File: src/rtl/repeat_iogroup_bank.sv
// Wishbone slave with N_CH repeated groups: R/W control word plus a status word with a sticky W1C event bit.
// Define REPEAT_IOGROUP_BANK_WSTROBE_EN to add ctrl_wr_o, a one-cycle pulse per channel after each CTRL update.
module repeat_iogroup_bank #(
  parameter int unsigned        N_CH     = 4,
  parameter int unsigned        DATA_W   = 32,
  parameter logic [DATA_W-1:0]  CTRL_RST = '0,
  localparam int unsigned       AW       = (N_CH > 1) ? $clog2(2 * N_CH) : 1,
  localparam int unsigned       NB       = DATA_W / 8
) (
  input  logic                     clk_i,
  input  logic                     rst_i,
  input  logic                     wb_cyc_i,
  input  logic                     wb_stb_i,
  input  logic [AW-1:0]            wb_adr_i,
  input  logic [NB-1:0]            wb_sel_i,
  input  logic                     wb_we_i,
  input  logic [DATA_W-1:0]        wb_dat_i,
  output logic                     wb_ack_o,
  output logic                     wb_err_o,
  output logic                     wb_rty_o,
  output logic                     wb_stall_o,
  output logic [DATA_W-1:0]        wb_dat_o,
  output logic [N_CH*DATA_W-1:0]   ctrl_o,
`ifdef REPEAT_IOGROUP_BANK_WSTROBE_EN
  output logic [N_CH-1:0]          ctrl_wr_o,
`endif
  input  logic [N_CH-1:0]          sts_i,
  input  logic [N_CH-1:0]          evt_i,
  output logic [N_CH-1:0]          evt_o
);

  logic en, rd_req, wr_req, wr_ack;

  logic              rd_busy_q, rd_busy_d;
  logic              rd_ack_q, rd_ack_d;
  logic [DATA_W-1:0] rdata_q, rdata_d;
  logic [DATA_W-1:0] rd_mux;

  logic              wr_busy_q, wr_busy_d;
  logic              wr_vld_q, wr_vld_d;
  logic [AW-1:0]     wr_adr_q, wr_adr_d;
  logic [DATA_W-1:0] wr_dat_q, wr_dat_d;
  logic [NB-1:0]     wr_sel_q, wr_sel_d;

  logic [DATA_W-1:0] ctrl_q [N_CH];
  logic [DATA_W-1:0] ctrl_d [N_CH];
  logic [N_CH-1:0]   evt_q, evt_d;

`ifdef REPEAT_IOGROUP_BANK_WSTROBE_EN
  logic [N_CH-1:0]   ctrl_wr_q, ctrl_wr_d;
`endif

  // A held strobe issues one request; the in-progress flag drops with the ack.
  assign en     = wb_cyc_i & wb_stb_i;
  assign rd_req = en & ~wb_we_i & ~rd_busy_q;
  assign wr_req = en & wb_we_i & ~wr_busy_q;
  assign wr_ack = wr_vld_q;

  // Read decode in the request cycle; unmapped words fall through to zero.
  always_comb begin
    rd_mux = '0;
    for (int c = 0; c < N_CH; c++) begin
      if (wb_adr_i == AW'(2 * c))     rd_mux = ctrl_q[c];
      if (wb_adr_i == AW'(2 * c + 1)) rd_mux = DATA_W'({evt_q[c], sts_i[c]});
    end
  end

  always_comb begin
    rd_busy_d = rd_req | (rd_busy_q & ~rd_ack_q);
    rd_ack_d  = rd_req;
    rdata_d   = rd_req ? rd_mux : rdata_q;
    wr_busy_d = wr_req | (wr_busy_q & ~wr_ack);
    wr_vld_d  = wr_req;
    wr_adr_d  = wr_req ? wb_adr_i : wr_adr_q;
    wr_dat_d  = wr_req ? wb_dat_i : wr_dat_q;
    wr_sel_d  = wr_req ? wb_sel_i : wr_sel_q;
  end

  // Register update lands on the edge that closes the write ack cycle; event set beats W1C clear.
  always_comb begin
    ctrl_d = ctrl_q;
    evt_d  = evt_q;
`ifdef REPEAT_IOGROUP_BANK_WSTROBE_EN
    ctrl_wr_d = '0;
`endif
    if (wr_vld_q) begin
      for (int c = 0; c < N_CH; c++) begin
        if (wr_adr_q == AW'(2 * c)) begin
          for (int k = 0; k < NB; k++) begin
            if (wr_sel_q[k]) ctrl_d[c][8*k +: 8] = wr_dat_q[8*k +: 8];
          end
`ifdef REPEAT_IOGROUP_BANK_WSTROBE_EN
          ctrl_wr_d[c] = |wr_sel_q;
`endif
        end
        if (wr_adr_q == AW'(2 * c + 1) && wr_sel_q[0] && wr_dat_q[1]) evt_d[c] = 1'b0;
      end
    end
    evt_d = evt_d | evt_i;
  end

  always_ff @(posedge clk_i or posedge rst_i) begin
    if (rst_i) begin
      rd_busy_q <= 1'b0;
      rd_ack_q  <= 1'b0;
      rdata_q   <= '0;
      wr_busy_q <= 1'b0;
      wr_vld_q  <= 1'b0;
      wr_adr_q  <= '0;
      wr_dat_q  <= '0;
      wr_sel_q  <= '0;
      evt_q     <= '0;
      for (int c = 0; c < N_CH; c++) ctrl_q[c] <= CTRL_RST;
`ifdef REPEAT_IOGROUP_BANK_WSTROBE_EN
      ctrl_wr_q <= '0;
`endif
    end else begin
      rd_busy_q <= rd_busy_d;
      rd_ack_q  <= rd_ack_d;
      rdata_q   <= rdata_d;
      wr_busy_q <= wr_busy_d;
      wr_vld_q  <= wr_vld_d;
      wr_adr_q  <= wr_adr_d;
      wr_dat_q  <= wr_dat_d;
      wr_sel_q  <= wr_sel_d;
      evt_q     <= evt_d;
      for (int c = 0; c < N_CH; c++) ctrl_q[c] <= ctrl_d[c];
`ifdef REPEAT_IOGROUP_BANK_WSTROBE_EN
      ctrl_wr_q <= ctrl_wr_d;
`endif
    end
  end

  for (genvar c = 0; c < N_CH; c++) begin : g_ctrl
    assign ctrl_o[c*DATA_W +: DATA_W] = ctrl_q[c];
  end

  assign evt_o      = evt_q;
  assign wb_dat_o   = rdata_q;
  assign wb_ack_o   = rd_ack_q | wr_ack;
  assign wb_stall_o = en & ~wb_ack_o;
  assign wb_err_o   = 1'b0;
  assign wb_rty_o   = 1'b0;
`ifdef REPEAT_IOGROUP_BANK_WSTROBE_EN
  assign ctrl_wr_o  = ctrl_wr_q;
`endif

endmodule

File: config.mk
export PLATFORM = sky130hd
export DESIGN_NAME = repeat_iogroup_bank
export DESIGN_NICKNAME = d
export VERILOG_FILES = /design/src/rtl/repeat_iogroup_bank.sv
export SDC_FILE = /design/constraint.sdc
export NUM_CORES = 1
export LEC_CHECK = 0
export CAP_MARGIN = 20
export CELL_PAD_IN_SITES_DETAIL_PLACEMENT = 0
export CELL_PAD_IN_SITES_GLOBAL_PLACEMENT = 2
export CORE_ASPECT_RATIO = 0.7
export CORE_MARGIN = 2
export CORE_UTILIZATION = 32
export CTS_BUF_LIST = sky130_fd_sc_hd__clkbuf_8
export CTS_CLUSTER_DIAMETER = 80
export DETAILED_ROUTE_END_ITERATION = 8
export GPL_ROUTABILITY_DRIVEN = 0
export PLACE_DENSITY = 0.77
export SKIP_CTS_REPAIR_TIMING = 1
export SLEW_MARGIN = 20
export SYNTH_ARGS = -nofsm -noshare
export SYNTH_HDL_FRONTEND = slang
export SYNTH_SLANG_ARGS = --single-unit
File: constraint.sdc
create_clock -name clk_i -period 5.85 [get_ports clk_i]
set_input_delay 0.585 -clock clk_i [delete_from_list [all_inputs] [get_ports clk_i]]
set_output_delay 0.585 -clock clk_i [all_outputs]
set_load 0.03 [all_outputs]
==> impl_metrics.py <==
metrics = {
    "outcome": {
        "status": "finished, final reports clean",
    },
    "drt": {
        "ant_nets": 0,
        "drtIter0Drc": 195,
        "vias": 5641,
        "vias_per_cell": 4.86,
        "firstDrtPassIters": 4,
        "wl_um": 24800,
        "wl_per_cell_um": 21.4,
        "drc": 0,
    },
    "clocking": {
        "cts_num_sinks": 207,
        "htreeDepth": 2,
        "cts_tree": "built",
        "cts_made_buffers": 35,
        "clockBufferDepth": 3,
        "path_clk_slew_ps": 70,
        "root_buffer": "clkbuf_8",
        "clk_latency_ps": 500,
    },
    "sta": {
        "finClkSkew_ps": 23.2,
        "fin_crit_ps": 2730,
        "hold_ws_ps": 487,
        "worst_slew_pin_slew_ps": 1140,
        "finalCritPeriodShare_pct": 46.6,
        "slew_headroom_pct": 24.0,
        "hold_violations": 0,
        "rsz0062_at_grt": "false",
        "setup_viol": 0,
        "slew_viol_final": 0,
        "max_freq_mhz": 367,
        "fin_tns_setup_ps": 0,
    },
    "synthesis": {
        "synth_top_area_share_pct": 60.4,
        "ys_ff_latch": 207,
        "synth_area_leaders": "dfrtp_1 60%, mux2_2 21%, mux4_2 7.9%",
        "async_reset_ff_share_pct": 100,
        "synth_edf_count": 0,
        "synth_cell_types": 33,
        "synth_top_area_cell": "dfrtp_1",
        "synth_commonest_cells": "207 x dfrtp_1, 159 x mux2_2, 30 x a22o_1, 30 x mux4_2, 18 x nand2_1",
        "synth_most_common_cell": "dfrtp_1",
        "ys_warn_count": 0,
        "synth_area_um2": 8580,
        "postSynthAreaPerCell_um2": 15.8,
        "yosysSeqAreaShare_pct": 60.4,
        "synth_top_flop_cell": "dfrtp_1",
        "netlist_instances": 542,
    },
    "critical_path": {
        "critPathKind": "input port to output pin",
        "arrival_ps": 2140,
        "crit_path_end_kind": "output pin",
        "crit_fanout": 3,
        "startpoint_type": "input port",
        "r2r_slack_ps": 3260,
        "required_ps": 5270,
    },
    "global_route": {
        "antenna_found_initial": 1,
        "grt_max_degree": 166,
        "overflow": 0,
        "grt_pass1_wl_um": 38000,
        "track_usage_pct": 18.0,
        "grt_pass1_vias": 6164,
    },
    "cells_and_area": {
        "num_antenna_cells": 0,
        "area_delta_synth_final_pct": 38.4,
        "fin_nets": 825,
        "fill_cells": 2374,
        "fin_util_pct": 44.8,
        "drive_above_1_share_pct": 31.9,
    },
    "die": {
        "io-pin-count": 220,
        "die_w_um": 200,
        "num_rows": 50,
        "fp.dieH_um": 141,
        "core_area_um2": 26500,
        "fp.dieArea_um2": 28100,
        "start_util_pct": 32.3,
    },
    "hold_path": {
        "min_path_type": "flop to flop",
    },
    "power_and_ir_drop": {
        "clkPwrFrac_pct": 45.6,
        "p_leak_uw": 0.00555,
        "intPower_uw": 2280,
        "pwr-share-comb_pct": 5.4,
        "swShare_pct": 22.9,
        "power_density_nw_per_um2": 250,
        "p_switching_uw": 678,
        "ir_drop_uv": 98.1,
        "p_seq_share_pct": 48.9,
    },
    "job": {
        "drv_cap": 0,
    },
    "placed_design": {
        "place_hpwl_um": 16100,
        "portBuffers": 217,
    },
}
-- critical path, stage by stage --
cell and delay (ps):
clkdlybuf4s50_1 550, nand2_1 190, nor2_1 140, clkdlybuf4s50_1 670
-- kinds of logic (layout without fill, tap and decap cells) --
family	count (synthesis)	count (layout)	synth area share (%)
multiplexers	197	197	29.8
AND/OR/NAND/NOR	50	50	3.40
buffers and inverters	35	288	1.78
AO/OA/AOI/OAI	52	52	4.60
flip-flops	207	207	60.4
other	1	2	0.0437
-- cells in the final DEF (no fill, tap or decap), types with 3 or more instances in the layout --
cell	synthesis	routed
clkdlybuf4s50_1	0	215
dfrtp_1	207	207
mux2_2	159	159
clkbuf_8	0	45
mux4_2	30	30
a22o_1	30	30
nand2_1	18	18
inv_1	7	17
o21ai_0	14	14
nand2b_1	8	8
mux2_1	6	6
nor2_1	6	5
nor2_2	3	3
nand4_1	3	3
buf_4	2	3
-- through the flow --
stage               setup slack (ps)  cell area (um2)  power (uW)  std cells
finish                          3120            11900        2960       1160
global route                    3040            11900        3100       1160
CTS                             3070            11900        3020       1160
detailed placement              2640            11100        1640       1100
global placement                2760            11100        1640       1100
floorplan                       2580             8580        1560        543
-- flip-flops by register name (all words and copies together) (netlist names) --
signal     cells
rd_busy_q      1
wr_sel_q       4
wr_dat_q      32
wr_busy_q      1
rd_ack_q       1
evt_o          4
wb_dat_o      32
wr_ack         1
wr_adr_q       3
ctrl_o       128
-- path summary, 6_finish.rpt --
path                                start          end  cells past startpoint
worst min-delay path             rd_ack_q    rd_busy_q                      1
worst min register to register   rd_ack_q    rd_busy_q                      1
worst max register to register  rd_busy_q  wb_dat_o[9]                      3
min in group asynchronous           rst_i   ctrl_o[24]                      3
worst max-delay path             wb_cyc_i   wb_stall_o                      4
max in group asynchronous           rst_i  wr_dat_q[8]                      4
-- layout make-up --
class | count | area (um2) | area share, %
well taps | 364 | 455 | 3.84
clock inverters | 15 | 111 | 0.938
inverters | 7 | 30.0 | 0.253
multi-input cells | 301 | 3270 | 27.6
flip-flops and latches | 207 | 5180 | 43.6
repair buffers | 221 | 2200 | 18.6
clock buffers | 45 | 619 | 5.22
-- power groups by stage --
stage	combinational [uW]	sequential (uW)	clock, uW
6_report	161	1450	1350
4_1_cts	165	1450	1400
5_1_grt	175	1450	1470
3_3_place_gp	162	1480	0
3_5_place_dp	164	1480	0
2_1_floorplan	69.6	1490	0
-- per-layer routing --
layer	GRT usage [%]	up-vias	wire length, um	share of wire [%]
li1	-	2477	-	-
met3	5.33	48	1750	7.1
met1	24.9	2927	11300	46
met5	0	-	13	0.052
met2	27.2	187	11100	45
met4	5.50	2	585	2.4
(Power assumes the default switching activity.)
